[src/rtl/clkdiv_pkg.sv]
// Shared constants, divisor clamp and FSM state type for the programmable clock divider.
package clkdiv_pkg;

  localparam int unsigned CLKDIV_MIN_DIV       = 2;
  localparam int unsigned CLKDIV_DEFAULT_WIDTH = 16;

  typedef enum logic {
    CLKDIV_IDLE = 1'b0,
    CLKDIV_RUN  = 1'b1
  } clkdiv_state_e;

  // Divisors below 2 cannot form a high and a low phase, so they run as 2.
  function automatic logic [31:0] clkdiv_clamp(input logic [31:0] div);
    return (div < 32'(CLKDIV_MIN_DIV)) ? 32'(CLKDIV_MIN_DIV) : div;
  endfunction

endpackage

[src/rtl/clkdiv_shadow.sv]
// Divisor shadow register: holds the active divisor and a pending reload that
// is committed only at a period boundary or when the divider stops.
module clkdiv_shadow
  import clkdiv_pkg::*;
#(
  parameter int unsigned WIDTH       = CLKDIV_DEFAULT_WIDTH,
  parameter int unsigned DEFAULT_DIV = 2
) (
  input  logic             clk,
  input  logic             rst_n,
  input  logic [WIDTH-1:0] div_in_i,
  input  logic             div_load_i,
  input  logic             commit_i,
  input  logic             idle_i,
  output logic [WIDTH-1:0] div_act_o,
  output logic             pending_o
);

  localparam logic [WIDTH-1:0] RST_DIV = WIDTH'(clkdiv_clamp(32'(DEFAULT_DIV)));

  logic [WIDTH-1:0] div_act_q, div_act_d;
  logic [WIDTH-1:0] div_pend_q, div_pend_d;
  logic             pending_q, pending_d;

  // A load that lands in IDLE or on the commit edge bypasses the shadow.
  always_comb begin
    div_act_d  = div_act_q;
    div_pend_d = div_pend_q;
    pending_d  = pending_q;
    if (div_load_i && (idle_i || commit_i)) begin
      div_act_d = WIDTH'(clkdiv_clamp(32'(div_in_i)));
      pending_d = 1'b0;
    end else if (commit_i && pending_q) begin
      div_act_d = WIDTH'(clkdiv_clamp(32'(div_pend_q)));
      pending_d = 1'b0;
    end else if (div_load_i) begin
      div_pend_d = div_in_i;
      pending_d  = 1'b1;
    end
  end

  always_ff @(posedge clk or negedge rst_n) begin
    if (!rst_n) begin
      div_act_q  <= RST_DIV;
      div_pend_q <= '0;
      pending_q  <= 1'b0;
    end else begin
      div_act_q  <= div_act_d;
      div_pend_q <= div_pend_d;
      pending_q  <= pending_d;
    end
  end

  assign div_act_o = div_act_q;
  assign pending_o = pending_q;

endmodule

[src/rtl/clk_div_prog.sv]
// Programmable clock divider with glitch-free run-time divisor reload.
// Optional macro CLKDIV_TICK_EN builds the one-cycle tick pulse; otherwise tick is 0.
module clk_div_prog
  import clkdiv_pkg::*;
#(
  parameter int unsigned WIDTH       = CLKDIV_DEFAULT_WIDTH,
  parameter int unsigned DEFAULT_DIV = 2
) (
  input  logic             clk,
  input  logic             rst_n,
  input  logic             en,
  input  logic [WIDTH-1:0] div_in,
  input  logic             div_load,
  output logic             outclk,
  output logic             tick,
  output logic             pending
);

  clkdiv_state_e    state_q, state_d;
  logic [WIDTH-1:0] cnt_q, cnt_d;
  logic             outclk_q, outclk_d;
  logic [WIDTH-1:0] div_act;
  logic [WIDTH:0]   hi_act;
  logic             wrap_c;
  logic             commit_c;
  logic             idle_c;

  // Extra bit keeps an all-ones divisor from overflowing the +1.
  assign hi_act   = ({1'b0, div_act} + (WIDTH+1)'(1)) >> 1;
  assign idle_c   = (state_q == CLKDIV_IDLE);
  assign wrap_c   = (state_q == CLKDIV_RUN) && (cnt_q == div_act - WIDTH'(1));
  assign commit_c = (state_q == CLKDIV_RUN) && (!en || wrap_c);

  clkdiv_shadow #(
    .WIDTH       (WIDTH),
    .DEFAULT_DIV (DEFAULT_DIV)
  ) u_shadow (
    .clk        (clk),
    .rst_n      (rst_n),
    .div_in_i   (div_in),
    .div_load_i (div_load),
    .commit_i   (commit_c),
    .idle_i     (idle_c),
    .div_act_o  (div_act),
    .pending_o  (pending)
  );

  // Next state and next count; outputs are derived from the next count.
  always_comb begin
    state_d  = state_q;
    cnt_d    = '0;
    outclk_d = 1'b0;
    case (state_q)
      CLKDIV_IDLE: begin
        if (en) state_d = CLKDIV_RUN;
      end
      CLKDIV_RUN: begin
        if (!en) state_d = CLKDIV_IDLE;
        else     cnt_d   = wrap_c ? '0 : cnt_q + WIDTH'(1);
      end
      default: state_d = CLKDIV_IDLE;
    endcase
    outclk_d = en && ({1'b0, cnt_d} < hi_act);
  end

  always_ff @(posedge clk or negedge rst_n) begin
    if (!rst_n) begin
      state_q  <= CLKDIV_IDLE;
      cnt_q    <= '0;
      outclk_q <= 1'b0;
    end else begin
      state_q  <= state_d;
      cnt_q    <= cnt_d;
      outclk_q <= outclk_d;
    end
  end

  assign outclk = outclk_q;

`ifdef CLKDIV_TICK_EN
  logic tick_q, tick_d;

  // Period start: entering RUN or wrapping, both of which give a zero next count.
  always_comb begin
    tick_d = en && (cnt_d == '0);
  end

  always_ff @(posedge clk or negedge rst_n) begin
    if (!rst_n) tick_q <= 1'b0;
    else        tick_q <= tick_d;
  end

  assign tick = tick_q;
`else
  assign tick = 1'b0;
`endif

endmodule

[config.mk]
export PLATFORM = sky130hd
export DESIGN_NAME = clk_div_prog
export DESIGN_NICKNAME = d
export VERILOG_FILES = /design/src/rtl/clkdiv_pkg.sv /design/src/rtl/clkdiv_shadow.sv /design/src/rtl/clk_div_prog.sv
export SDC_FILE = /design/constraint.sdc
export NUM_CORES = 1
export LEC_CHECK = 0
export BUFFER_PORTS_ARGS = -buffer_cell sky130_fd_sc_hd__buf_4
export CORE_MARGIN = 5
export CORE_UTILIZATION = 46
export CTS_CLUSTER_DIAMETER = 100
export DETAILED_ROUTE_END_ITERATION = 10
export PLACE_DENSITY_LB_ADDON = 0.15
export SYNTH_ARGS = -nofsm -noshare
export SYNTH_HDL_FRONTEND = slang
export SYNTH_HIERARCHICAL = 1
export SYNTH_SLANG_ARGS = --single-unit
[constraint.sdc]
create_clock -name clk -period 4.6 [get_ports clk]
set_input_delay 0.92 -clock clk [delete_from_list [all_inputs] [get_ports clk]]
set_output_delay 0.92 -clock clk [all_outputs]
set_load 0.02 [all_outputs]
* Yosys cells after proc, flatten, opt, wreduce, memory -nomap -nowiden *
Cells that the tools add are included.

word-level totals
  bits of input ports = 20
  output and inout port bits = 3
  bits in registers = 51

cells by class
  multiplexer cells = 11
  bitwise gates (word level) = 3
  magnitude comparators = 3
  reduce and logical (&&, ||, !) cells = 11
  equal/unequal tests = 1
  $add $sub $neg = 3

operators by type and width
  operator                                                               number
  16-bit 2-to-1 mux                                                      7
  16-bit by 2-bit < comparator with 1-bit output, second input constant  2
  16-bit by 1-bit adder with 17-bit output, second input constant        1
  16-bit by 1-bit adder with 16-bit output, second input constant        1
  16-bit == test                                                         1
  16-bit < comparator                                                    1
  16-bit by 1-bit subtractor with 16-bit output, second input constant   1
  1-bit logical AND                                                      5
  1-bit 2-to-1 mux                                                       4
  1-bit inverter                                                         3
  3-bit AND reduction                                                    1
  3-bit nonzero test                                                     1
  1-bit logical OR                                                       2
  2-bit nonzero test                                                     1
  1-bit logical NOT                                                      1

* Depth between registers and ports, before layout *
  word-level depth = 9
  gate-level depth with buffers = 16
  depth with buffers taken out = 15

* By module *
The synthesis kept the hierarchy.

modules (own cells, without submodules)
  module         times used  cells each  area an instance (um^2)  seq. area each (um^2)
  clk_div_prog   1           265         2,214.6                  450.4
  clkdiv_shadow  1           107         1,467.7                  827.0

* Worst setup path after synthesis *
OpenSTA, ideal clock, no wires.

  kind = register to register
  from = register u_shadow.div_act_q[0], in the netlist u_shadow/div_act_o[0]
  to = register outclk_q, in the netlist outclk
  period minus slack after synthesis = 3,862 ps
  stages on the path, launching flop included = 16
  path buffers = 1
  setup time = 64 ps
  data arrival time = 3,798 ps
  path slack = 738 ps
  cell sequence = dfrtp_1 > inv_1 > ha_1 > or4b_4 > a2111oi_0 > o32ai_1 > nor4_4 > buf_6 > a211oi_1 > ha_1 > and3_1 > a211o_1 > a22oi_1 > o2111ai_1 > a211oi_1 > a21o_1

between the ends
  longest elaborated chain between the ends = 8
  elaborated cells between the ends (all ways) = 9

RTL lines
  what                                           line                 RTL
  from (decl)                                    clkdiv_shadow.sv:21  logic [WIDTH-1:0] div_act_q, div_act_d;
  from (signal assigned)                         clkdiv_shadow.sv:48  div_act_q <= div_act_d;
  16-bit by 1-bit subtractor with 16-bit output  clk_div_prog.sv:31   assign wrap_c = (state_q == CLKDIV_RUN) && (cnt_q == div_act - WIDTH'(1));
  16-bit == test                                 clk_div_prog.sv:31
  1-bit logical AND                              clk_div_prog.sv:31
  16-bit 2-to-1 mux                              clk_div_prog.sv:59   else cnt_d = wrap_c ? '0 : cnt_q + WIDTH'(1);
  16-bit 2-to-1 mux                              clk_div_prog.sv:58   if (!en) state_d = CLKDIV_IDLE;
  16-bit 2-to-1 mux                              clk_div_prog.sv:53   case (state_q)
  named net cnt_d[3]                             clk_div_prog.sv:20   logic [WIDTH-1:0] cnt_q, cnt_d;
  16-bit < comparator                            clk_div_prog.sv:63   outclk_d = en && ({1'b0, cnt_d} < hi_act);
  1-bit logical AND                              clk_div_prog.sv:63
  named net outclk_d                             clk_div_prog.sv:21   logic outclk_q, outclk_d;
  to (signal assigned)                           clk_div_prog.sv:74   outclk_q <= outclk_d;
  to (decl)                                      clk_div_prog.sv:21

The timed path passes the listed nets, and every way through them passes these cells.
A chain may end at the register's enable or synchronous reset.

* Worst setup path in the final report *
Ends and elaborated chain as after synthesis.

==> reports/results.ini <==
[status]
outcome=finished, final reports clean

[setup_path]
cp_data_required_time_ps=4810
cp.arrival_ps=4410
reg2reg_depth=15
worstPathMaxFanout=15
crit_path_end_kind=flip-flop
crit_type=reg2reg
start_kind=flip-flop

[sta]
maxSlewViolCount=0
setup_slack_ps=405
fmax_ghz=0.238
worst_pin_slew_ps=741
fin_skew_ps=9.47
max-slew-margin-rel_pct=50.6
min_period_over_period_pct=91.2
fin_crit_ps=4200
setup_tns_ps=0
rsz0062_at_grt=no
timing_hold_violations_final=0
setup_viol=0

[clock_network]
cts_hold_buf=0
cts_buffers=5
ctsRootBufferMaster=clkbuf_8
clk_latency_ps=310
clk_pin_slew_worst_paths_ps=110
clock_path_buffers=2
tritoncts=built
cts_htree_levels=2
cts_sinks=51

[final_layout]
layout_commonest_cell=dfrtp_1
mostFrequentLayoutCells=dfrtp_1 (50), buf_4 (26), xor2_1 (23), xnor2_1 (23), nand2_1 (19)
antennaDiodeCount=0
layout-drive-gt1-share_pct=19.4
synthToLayoutAreaGrowth_pct=7.85
postLayoutCellArea_um2=3970
nets=423
fill_cells=733

[routing]
ant_nets=0
num_vias=2911
wl_per_cell_um=17.8
viasPerCell=5.97
drt_iter0_markers=206
drc_errors=0
wirelength_mm=8.71
dr.pass1.iters=5

[place]
io_buffers=21
hpwlAfterDp_mm=6.63
place_ws_ps=372
place_area_um2=3870
gp_congestion=0.833

[run]
cap_viol_max_count=0

[global_route]
grt_usage_pct=18.4
grt_pass1_wl_mm=14.7
grt_max_degree=52
antenna_found_initial=0
grt_overflow=0
grt_pass1_vias=2880

[hold_path]
min_delay_path_depth=1
hold_path_class=reg2reg

[die]
ios=23
dieHeight_um=99.5
die_w_um=99.5
row_count=32
coreArea_um2=7770
start_util_pct=47.4
die_area_um2=9890

[yosys]
synth-seq-cells=51
yosysUniqueCellTypes=71
yosysSeqAreaShare_pct=34.7
synth_mux_area_share_pct=5.44
synth_compound_area_share_pct=17.5
synth_edf_count=0
async_flop_share_pct=100
synthFlopType=dfrtp_1
yosysWarnings=6
syn-cell-area_um2=3680
avgSynthCellArea_um2=9.90
synthAdderAreaFrac_pct=6.12
synth_xor_xnor_area_share_pct=10.9
synth_nets=410
synth-simple-area-share_pct=20.3
synth_top_family_by_area=simple AND/OR/NAND/NOR gates
synthCells=372

[power]
power_density_nw_per_um2=304
power_leakage_nw=1.65
peakVddDrop_mv=0.181

## layer usage
layer	up-vias	global-route usage [%]	part of all wire (%)
met5	-	0	0
met4	0	5.15	1.8
met3	14	2.95	3.9
met2	73	27.8	45
met1	1417	27.2	49
li1	1407	-	-
## critical path, stage by stage (launching register included)
cell	delay [ps]
dfrtp_1	490
inv_1	100
ha_1	250
or4b_4	540
a2111oi_1	400
o32ai_1	200
nor4_4	350
buf_6	220
a211oi_1	140
ha_1	350
nand4_1	180
nor3_1	240
a22oi_1	110
o2111ai_1	260
a211oi_1	70
a21o_1	190
## flip-flops by register name, summed over array words and instances, names as in the netlist
name,count
cnt_q,16
u_shadow/pending_o,1
u_shadow/div_pend_q,16
state_q,1
outclk,1
u_shadow/div_act_o,16
## cells by family (layout without fill, tap and decap cells)
| group | count (synthesis) | in the layout |
|---|---|---|
| buffers and inverters | 32 | 46 |
| XOR/XNOR | 46 | 46 |
| AND/OR/NAND/NOR | 119 | 119 |
| AO/OA/AOI/OAI | 87 | 87 |
| adder cells (fa/ha/maj) | 18 | 18 |
| other | 1 | 1 |
| multiplexers | 18 | 18 |
| flip-flops | 51 | 51 |
## what timing repair did
action                                 CTS  global route
endpoints found under the hold margin    0             0
setup endpoints to repair                0             1
resized for setup                        0             2
setup buffers                            0             0
## Yosys cell counts (4+ instances only)
master | number | share of area [%]
nand3_1 | 16 | 2.2
a21oi_1 | 14 | 1.9
xor2_1 | 23 | 5.5
inv_1 | 11 | 1.1
o21ai_0 | 9 | 1.2
dfrtp_1 | 50 | 34
nand4_1 | 7 | 1.2
nor2b_1 | 4 | 0.68
and3_1 | 7 | 1.2
nand2_1 | 19 | 1.9
mux2_2 | 15 | 4.6
a211oi_1 | 15 | 3.1
ha_1 | 18 | 6.1
clkbuf_1 | 10 | 1.0
nor2_1 | 14 | 1.4
nor4_1 | 7 | 1.2
a21o_1 | 12 | 2.4
nor3_1 | 11 | 1.5
a222oi_1 | 4 | 1.1
a22o_1 | 10 | 2.4
xnor2_1 | 23 | 5.5
buf_6 | 6 | 1.8
## cell type report
class | count | area, µm² | area share [%]
clock buffer | 5 | 68.8 | 1.73
clock inverter | 3 | 22.5 | 0.567
inverter | 11 | 41.3 | 1.04
multi-input combinational | 289 | 2230 | 56.1
sequential | 51 | 1280 | 32.2
tap | 102 | 128 | 3.21
timing repair buffer | 27 | 206 | 5.20
## path summary, 6_finish.rpt
kind	slack [ps]	startpoint	end
worst max-delay path	400	u_shadow/div_act_o[0]	outclk
worst min-delay path	530	u_shadow/div_pend_q[0]	u_shadow/div_pend_q[0]
worst max register to register	400	u_shadow/div_act_o[0]	outclk
worst min register to register	530	u_shadow/div_pend_q[0]	u_shadow/div_pend_q[0]
max in group asynchronous	3520	rst_n	u_shadow/pending_o
min in group asynchronous	630	rst_n	cnt_q[4]
## stage by stage
step / utilization, % / std cells / total power (W) / hold WS [ps]
after floorplan: - / 372 / 0.000841 / 472
after global placement: 49.9 / 480 / 0.000931 / 483
after detailed placement: 49.9 / 480 / 0.000935 / 501
after CTS: 51.1 / 488 / 0.00121 / 525
after global routing: 51.1 / 488 / 0.00128 / 543
final: 51.1 / 488 / 0.00121 / 532
## power by group
| part | internal [W] | total, W | leakage (nW) | switching [W] |
|---|---|---|---|---|
| sequential | 0.000501 | 0.000577 | 0.638 | 0.0000764 |
| combinational | 0.000168 | 0.000351 | 0.965 | 0.000183 |
| clock | 0.000110 | 0.000278 | 0.0485 | 0.000168 |
Power figures use the tool's default switching activity.
